## src/rtl/mem_stage.sv

```systemverilog
// EX/MEM latch plus data-memory req/ack controller: a non-memory op or zero-wait access takes 1 cycle, an N-cycle access takes N.
// While a request is pending the stage stalls upstream, holds its latch and sends bubbles to MEM/WB; a request is forced to complete after TIMEOUT cycles.
module mem_stage #(
  parameter int unsigned TIMEOUT = 16
) (
  input  logic        clk_i,
  input  logic        rst_i,
  input  logic        valid_i,
  input  logic        flush_i,
  input  logic [1:0]  WB_i,
  input  logic [1:0]  M_i,
  input  logic [4:0]  RDaddr_i,
  input  logic [31:0] ALUdata_i,
  input  logic [31:0] WriteData_i,
  output logic        mem_req_o,
  output logic        mem_we_o,
  output logic [31:0] mem_addr_o,
  output logic [31:0] mem_wdata_o,
  input  logic        mem_ack_i,
  input  logic [31:0] mem_rdata_i,
  output logic        stall_o,
  output logic [1:0]  WB_o,
  output logic [4:0]  RDaddr_o,
  output logic [31:0] ALUdata_o,
  output logic [31:0] DataMem_o,
  output logic        err_o
);

  typedef enum logic {IDLE = 1'b0, REQ = 1'b1} state_t;

  state_t      state_q, state_d;
  logic [7:0]  cnt_q, cnt_d;
  logic        err_q, err_d;
  logic        v_q, v_d;
  logic [1:0]  wb_q, wb_d;
  logic [1:0]  m_q, m_d;
  logic [4:0]  rd_q, rd_d;
  logic [31:0] alu_q, alu_d;
  logic [31:0] wd_q, wd_d;

  logic memop;
  logic timeout;
  logic done;

  assign memop   = v_q & (m_q[0] | m_q[1]);
  assign timeout = (state_q == REQ) & (cnt_q == 8'(TIMEOUT - 1));
  assign done    = ~memop | mem_ack_i | timeout;

  assign mem_req_o   = memop;
  assign mem_we_o    = m_q[0];
  assign mem_addr_o  = alu_q;
  assign mem_wdata_o = wd_q;

  assign stall_o   = memop & ~done;
  assign WB_o      = (v_q & done) ? wb_q : 2'b00;
  assign RDaddr_o  = rd_q;
  assign ALUdata_o = alu_q;
  // A timed-out read has no ack, so it naturally returns zero here.
  assign DataMem_o = (v_q & m_q[1] & mem_ack_i) ? mem_rdata_i : 32'd0;
  assign err_o     = err_q;

  always_comb begin
    v_d   = v_q;
    wb_d  = wb_q;
    m_d   = m_q;
    rd_d  = rd_q;
    alu_d = alu_q;
    wd_d  = wd_q;
    if (!stall_o) begin
      v_d   = valid_i & ~flush_i;
      wb_d  = WB_i;
      m_d   = M_i;
      rd_d  = RDaddr_i;
      alu_d = ALUdata_i;
      wd_d  = WriteData_i;
    end
  end

  always_comb begin
    state_d = state_q;
    cnt_d   = cnt_q;
    err_d   = err_q | (timeout & ~mem_ack_i);
    case (state_q)
      IDLE: begin
        if (memop && !mem_ack_i) begin
          state_d = REQ;
          cnt_d   = 8'd1;
        end
      end
      REQ: begin
        if (done) begin
          state_d = IDLE;
          cnt_d   = 8'd0;
        end else begin
          cnt_d = cnt_q + 8'd1;
        end
      end
      default: begin
        state_d = IDLE;
        cnt_d   = 8'd0;
      end
    endcase
  end

  always_ff @(posedge clk_i) begin
    if (rst_i) begin
      state_q <= IDLE;
      cnt_q   <= 8'd0;
      err_q   <= 1'b0;
      v_q     <= 1'b0;
      wb_q    <= 2'b00;
      m_q     <= 2'b00;
      rd_q    <= 5'd0;
      alu_q   <= 32'd0;
      wd_q    <= 32'd0;
    end else begin
      state_q <= state_d;
      cnt_q   <= cnt_d;
      err_q   <= err_d;
      v_q     <= v_d;
      wb_q    <= wb_d;
      m_q     <= m_d;
      rd_q    <= rd_d;
      alu_q   <= alu_d;
      wd_q    <= wd_d;
    end
  end

endmodule

```

## config.mk

```make
export PLATFORM = sky130hd
export DESIGN_NAME = mem_stage
export DESIGN_NICKNAME = d
export VERILOG_FILES = /design/src/rtl/mem_stage.sv
export SDC_FILE = /design/constraint.sdc
export NUM_CORES = 1
export LEC_CHECK = 0
export CAP_MARGIN = 40
export CORE_MARGIN = 2
export CORE_UTILIZATION = 36
export DETAILED_ROUTE_END_ITERATION = 12
export HOLD_SLACK_MARGIN = 0.05
export PLACE_DENSITY = 0.91
export SLEW_MARGIN = 20
export SYNTH_ARGS = -nofsm -noshare
export SYNTH_HDL_FRONTEND = slang
export SYNTH_SLANG_ARGS = --single-unit
export TNS_END_PERCENT = 30
```

## constraint.sdc

```tcl
create_clock -name clk_i -period 2.1 [get_ports clk_i]
set_input_delay 0.525 -clock clk_i [delete_from_list [all_inputs] [get_ports clk_i]]
set_output_delay 0.525 -clock clk_i [all_outputs]
set_load 0.05 [all_outputs]
```

==> Yosys cells after proc, flatten, opt, wreduce, memory -nomap -nowiden <==
Index checks and enable logic that the tools add are counted.
{ "totals": {"register_bits": 84, "input_bits": 110, "wordCells": 39} }
{ "op_classes": {"n_bitwise": 17, "n_eq_ne": 2, "n_mux": 8, "reduce_logical": 2, "addsub": 1} }
{ "ops": {"columns": ["operator", "n"], "rows": [
  ["$mux 32", 1],
  ["$mux 8", 2],
  ["$pmux 8 s2", 1],
  ["$add 8x1->8 const B", 1],
  ["$and 1x1->1", 8],
  ["$eq 8x4->1 const B", 1],
  ["$not 1->1", 5],
  ["$or 1x1->1", 4],
  ["$mux 1", 2],
  ["$mux 2", 1],
  ["$ne 2x2->1 const B", 1],
  ["$pmux 1 s2", 1],
  ["$logic_and 1x1->1", 1],
  ["$logic_not 1->1", 1]
]} }

==> Depth between registers and ports, before layout <==
{ "depth": {"word_depth": 7, "ltp_mapped": 9, "depth_no_buf": 7} }

==> Least setup slack after synthesis <==
Ideal clock, no wire load.
{ "synth_path": {"kind": "register -> register", "start": "register m_q[0]", "end": "register cnt_q[2]", "arrival_ns": 1.964, "n_path_buf": 0, "stages_incl_launch_ff": 6, "period_less_slack_ns": 2.039, "setup_ns": 0.074, "required_ns": 2.026, "slack_ns": 0.061, "cell_sequence": "dfxtp_1 -> o21ai_1 -> inv_1 -> nand3_1 -> or4_1 -> a31oi_1"} }
{ "synth_via": {"elab_chain_cells": 7, "word_cells_on_any_way": 9} }
{ "synth_lines": {"columns": ["element", "line", "rtl"], "rows": [
  ["start: declaration", "36", "logic [1:0] m_q, m_d;"],
  ["start signal: assignment", "122", "m_q <= m_d;"],
  ["$or 1x1->1 *", "45", "assign memop = v_q & (m_q[0] | m_q[1]);"],
  ["$and 1x1->1 *", "45", null],
  ["via mem_req_o", "15", "output logic mem_req_o,"],
  ["$not 1->1", "47", "assign done = ~memop | mem_ack_i | timeout;"],
  ["$or 1x1->1 (2 in series)", "47", null],
  ["$mux 8", "91", "if (done) begin"],
  ["$pmux 8 s2", "83", "case (state_q)"],
  ["end signal: assignment", "118", "cnt_q <= cnt_d;"],
  ["end: declaration", "32", "logic [7:0] cnt_q, cnt_d;"]
]} }
Mark *: on every way through the listed nets, which the timed path passes. The rest lies on a longest branch.
A chain may end at the register's enable or synchronous reset.

==> Final worst setup path <==
{ "layout_path": {"start": "register cnt_q[0]", "end": "output WB_o[1]"} }
{ "layout_via": {"elab_chain_cells": 5} }
{ "layout_lines": {"columns": ["element", "line", "rtl"], "rows": [
  ["$eq 8x4->1", "46", "assign timeout = (state_q == REQ) & (cnt_q == 8'(TIMEOUT - 1));"],
  ["$and 1x1->1", "46", null],
  ["$or 1x1->1", "47", null],
  ["$and 1x1->1", "55", "assign WB_o = (v_q & done) ? wb_q : 2'b00;"],
  ["$mux 2", "55", null],
  ["end: declaration", "22", "output logic [1:0] WB_o,"]
]} }
No other way between the ends.

==> impl_metrics.toml <==
[outcome]
status = "finished, violations left"
violations = "negative setup slack"

[yosys]
synth-seq-cells = 84
synth_ff_type = "dfxtp_1"
synth_area_per_cell_um2 = 9.90
synth.area.top_cells = "dfxtp_1 (45%), mux2i_1 (20%), nor2_1 (8.0%)"
yosysWarnings = 0
syn_nets = 485
synth_cell_types = 38
netlist_area_um2 = 3700
synthArstFlopShare = 0
yosys.area.top_type_share = 0.454
netlist_instances = 374
yosysTopAreaCell = "dfxtp_1"
synth_edf_count = 0
ys_seq_area_frac = 0.454

[hold_path]
min_path_type = "register to register"
hold_path_startpoint = "mem_wdata_o[16]$_SDFFE_PP0N_"

[placement]
port_buffers = 248
hpwl_mm = 8.64
dp.cells = 723
placed_area_um2 = 6410
gp_congestion = 0.901

[cells_and_area]
diodes = 0
final_common_cell = "clkdlybuf4s50_1"
syn_to_final_growth_pct = 87.9
final_nets = 719
fillCellCount = 693
drive_gt1_frac = 0.223
fin_area_um2 = 6960
stdcell_count = 749
layout_common_cells = "clkdlybuf4s50_1 (164), nor2_1 (78), dfxtp_1 (76), mux2i_1 (73)"

[detailed_routing]
drc_errors = 0
ant_nets = 0
wire_per_inst_um = 16.4
drt-total-wl_mm = 12.3
drt_iter0_markers = 195
first_pass_iters = 4
via_per_inst = 4.75
vias = 3556

[floorplanning]
die_area_um2 = 11100
fp-row-count = 37
die_x_um = 105
start_util = 0.365
fp.dieH_um = 105
ios = 249
coreArea_um2 = 10100

[grt]
grt_pass1_vias = 3620
grt_use_total = 0.209
grt_overflow = 0
antenna_found_initial = 0
grt_pass1_wl_mm = 18.5
grt_start_max_net_pins = 44

[clock_network]
clock-sinks = 84
cts_tree = "built"
htreeDepth = 3
clkTransAtPathRegs_ns = 0.09
clk_path_buf_depth = 2
clock_latency_ns = 0.35
cts-root-buf = "clkbuf_8"
cts_buffers = 9

[worst_setup_path]
r2r_cells = 6
endpoint = "WB_o[1]"
crit_path_cell_trace = "ha_4 -> and4b_1 -> nand2_2 -> nand2_4 -> and3_4 -> buf_12"
cpLargestDelayFamily = "simple AND/OR/NAND/NOR gates"
crit_path_max_incr_delay_ns = 0.38
ff2ff_setup_slack_ns = 0.29
cp_num_buf_inv = 1
worstPathArrival_ns = 1.62
critPathKind = "register to primary output"
cp.depth = 6
path_max_fanout = 4
reg2reg_from = "cnt_q[0]$_SDFFE_PP0P_"
timing.critical_path.from = "cnt_q[0]$_SDFFE_PP0P_"
end_kind = "primary output"
start_kind = "register"
r2r_end = "cnt_q[7]$_SDFFE_PP0P_"
cp_slowest_cell = "dfxtp_2"
required_ns = 1.57

[sta]
slew_headroom = 0.559
report.final.slew_viol_count = 0
hold_viol_final = 0
setup_ws_ns = -0.0422
setup_violations = 2
finalCritPeriodShare = 1.02
fmax_ghz = 0.467
worst_pin_slew_ns = 0.657
fin_skew_ns = 0.0141
rsz0062_at_grt = "yes"
fin_crit_ns = 2.14

[pwr]
pwr_density_cell_nw_per_um2 = 553
power.leakage_uw = 0.00316
ir_worst_vdd_uv = 373
p_total_uw = 3850

[job]
max_cap_violations = 0
## synthesized netlist by cell type (2+ instances only)
cell and instances:
and3_1 3, clkbuf_1 12, nor2_1 79, nand2_1 3, buf_4 33, inv_1 5
buf_12 7, nand2_2 2, a31oi_1 2, nor3_1 4, dfxtp_1 84, and2_1 32
nor4_1 2, a21oi_1 3, mux2i_1 73, o21ai_0 2, a22o_1 2, nand3_1 6
## sequential cells by signal (all words and copies together) (netlist names)
| signal | cells |
|---|---|
| err_o | 1 |
| state_q | 1 |
| mem_wdata_o | 32 |
| v_q | 1 |
| cnt_q | 8 |
| ALUdata_o | 32 |
| RDaddr_o | 5 |
| wb_q | 2 |
| m_q | 2 |
## logic make-up after synthesis
kind of cell / share of synthesized area
fa+ha+maj: 0.00338
mux: 0.197
buf+inv: 0.123
flops: 0.454
simple gates: 0.185
compound gates: 0.0348
xor+xnor: 0.00237
## routing by layer
metal	GRT usage	wire (µm)
met5	0	0
met4	0.0686	311
met3	0.0686	1000
met2	0.386	6570
met1	0.221	4390
## repair_timing
action                     CTS  global route
setup endpoints to repair   36            51
pin swaps                    6             4
hold buffers                 0             0
gates resized for setup     49            45
cloned                       2             0
buffers inserted             5             3
## worst min-delay path, delay by kind of cell, from the launching register on
family	cells	cell delay (ns)
multiplexers	1	0.07
AND/OR/NAND/NOR	1	0.07
flip-flops	1	0.33
## report_power, final
group          total (µW)  switching (µW)  internal, µW  leakage (µW)
combinational        1040             595           447       0.00237
sequential           1730            56.2          1670      0.000701
clock                1080             609           469     0.0000853
## metrics by stage
stage,setup TNS (ns),hold slack [ns],util,worst slack [ns]
2_1_floorplan,0,0.455,-,0.0615
3_3_place_gp,-11.10,0.461,0.633,-0.178
3_5_place_dp,-13.52,0.473,0.633,-0.195
4_1_cts,-0.0524,0.474,0.673,-0.0268
5_1_grt,-0.324,0.494,0.686,-0.107
6_report,-0.0820,0.503,0.686,-0.0422
## worst min path at each step
stage	end	slack [ns]	depth (start not counted)
finish	mem_wdata_o[16]$_SDFFE_PP0N_	0.50	2
global route	cnt_q[4]$_SDFFE_PP0P_	0.49	2
CTS	cnt_q[4]$_SDFFE_PP0P_	0.47	2
detailed placement	err_o$_SDFF_PP0_	0.47	2
global placement	err_o$_SDFF_PP0_	0.46	2
floorplan	wb_q[1]$_SDFFE_PP0N_	0.45	2
## cell type report
type                    count  area (µm²)  area share
flip-flops and latches     84        1690       0.243
multi-input cells         232        1690       0.243
clock inverters             6        45.0     0.00647
repair buffers            275        3200       0.460
inverters                   6        23.8     0.00342
well taps                 136         170      0.0245
clock buffers              10         138      0.0198
Note: power is estimated with default switching activity, not from simulation.
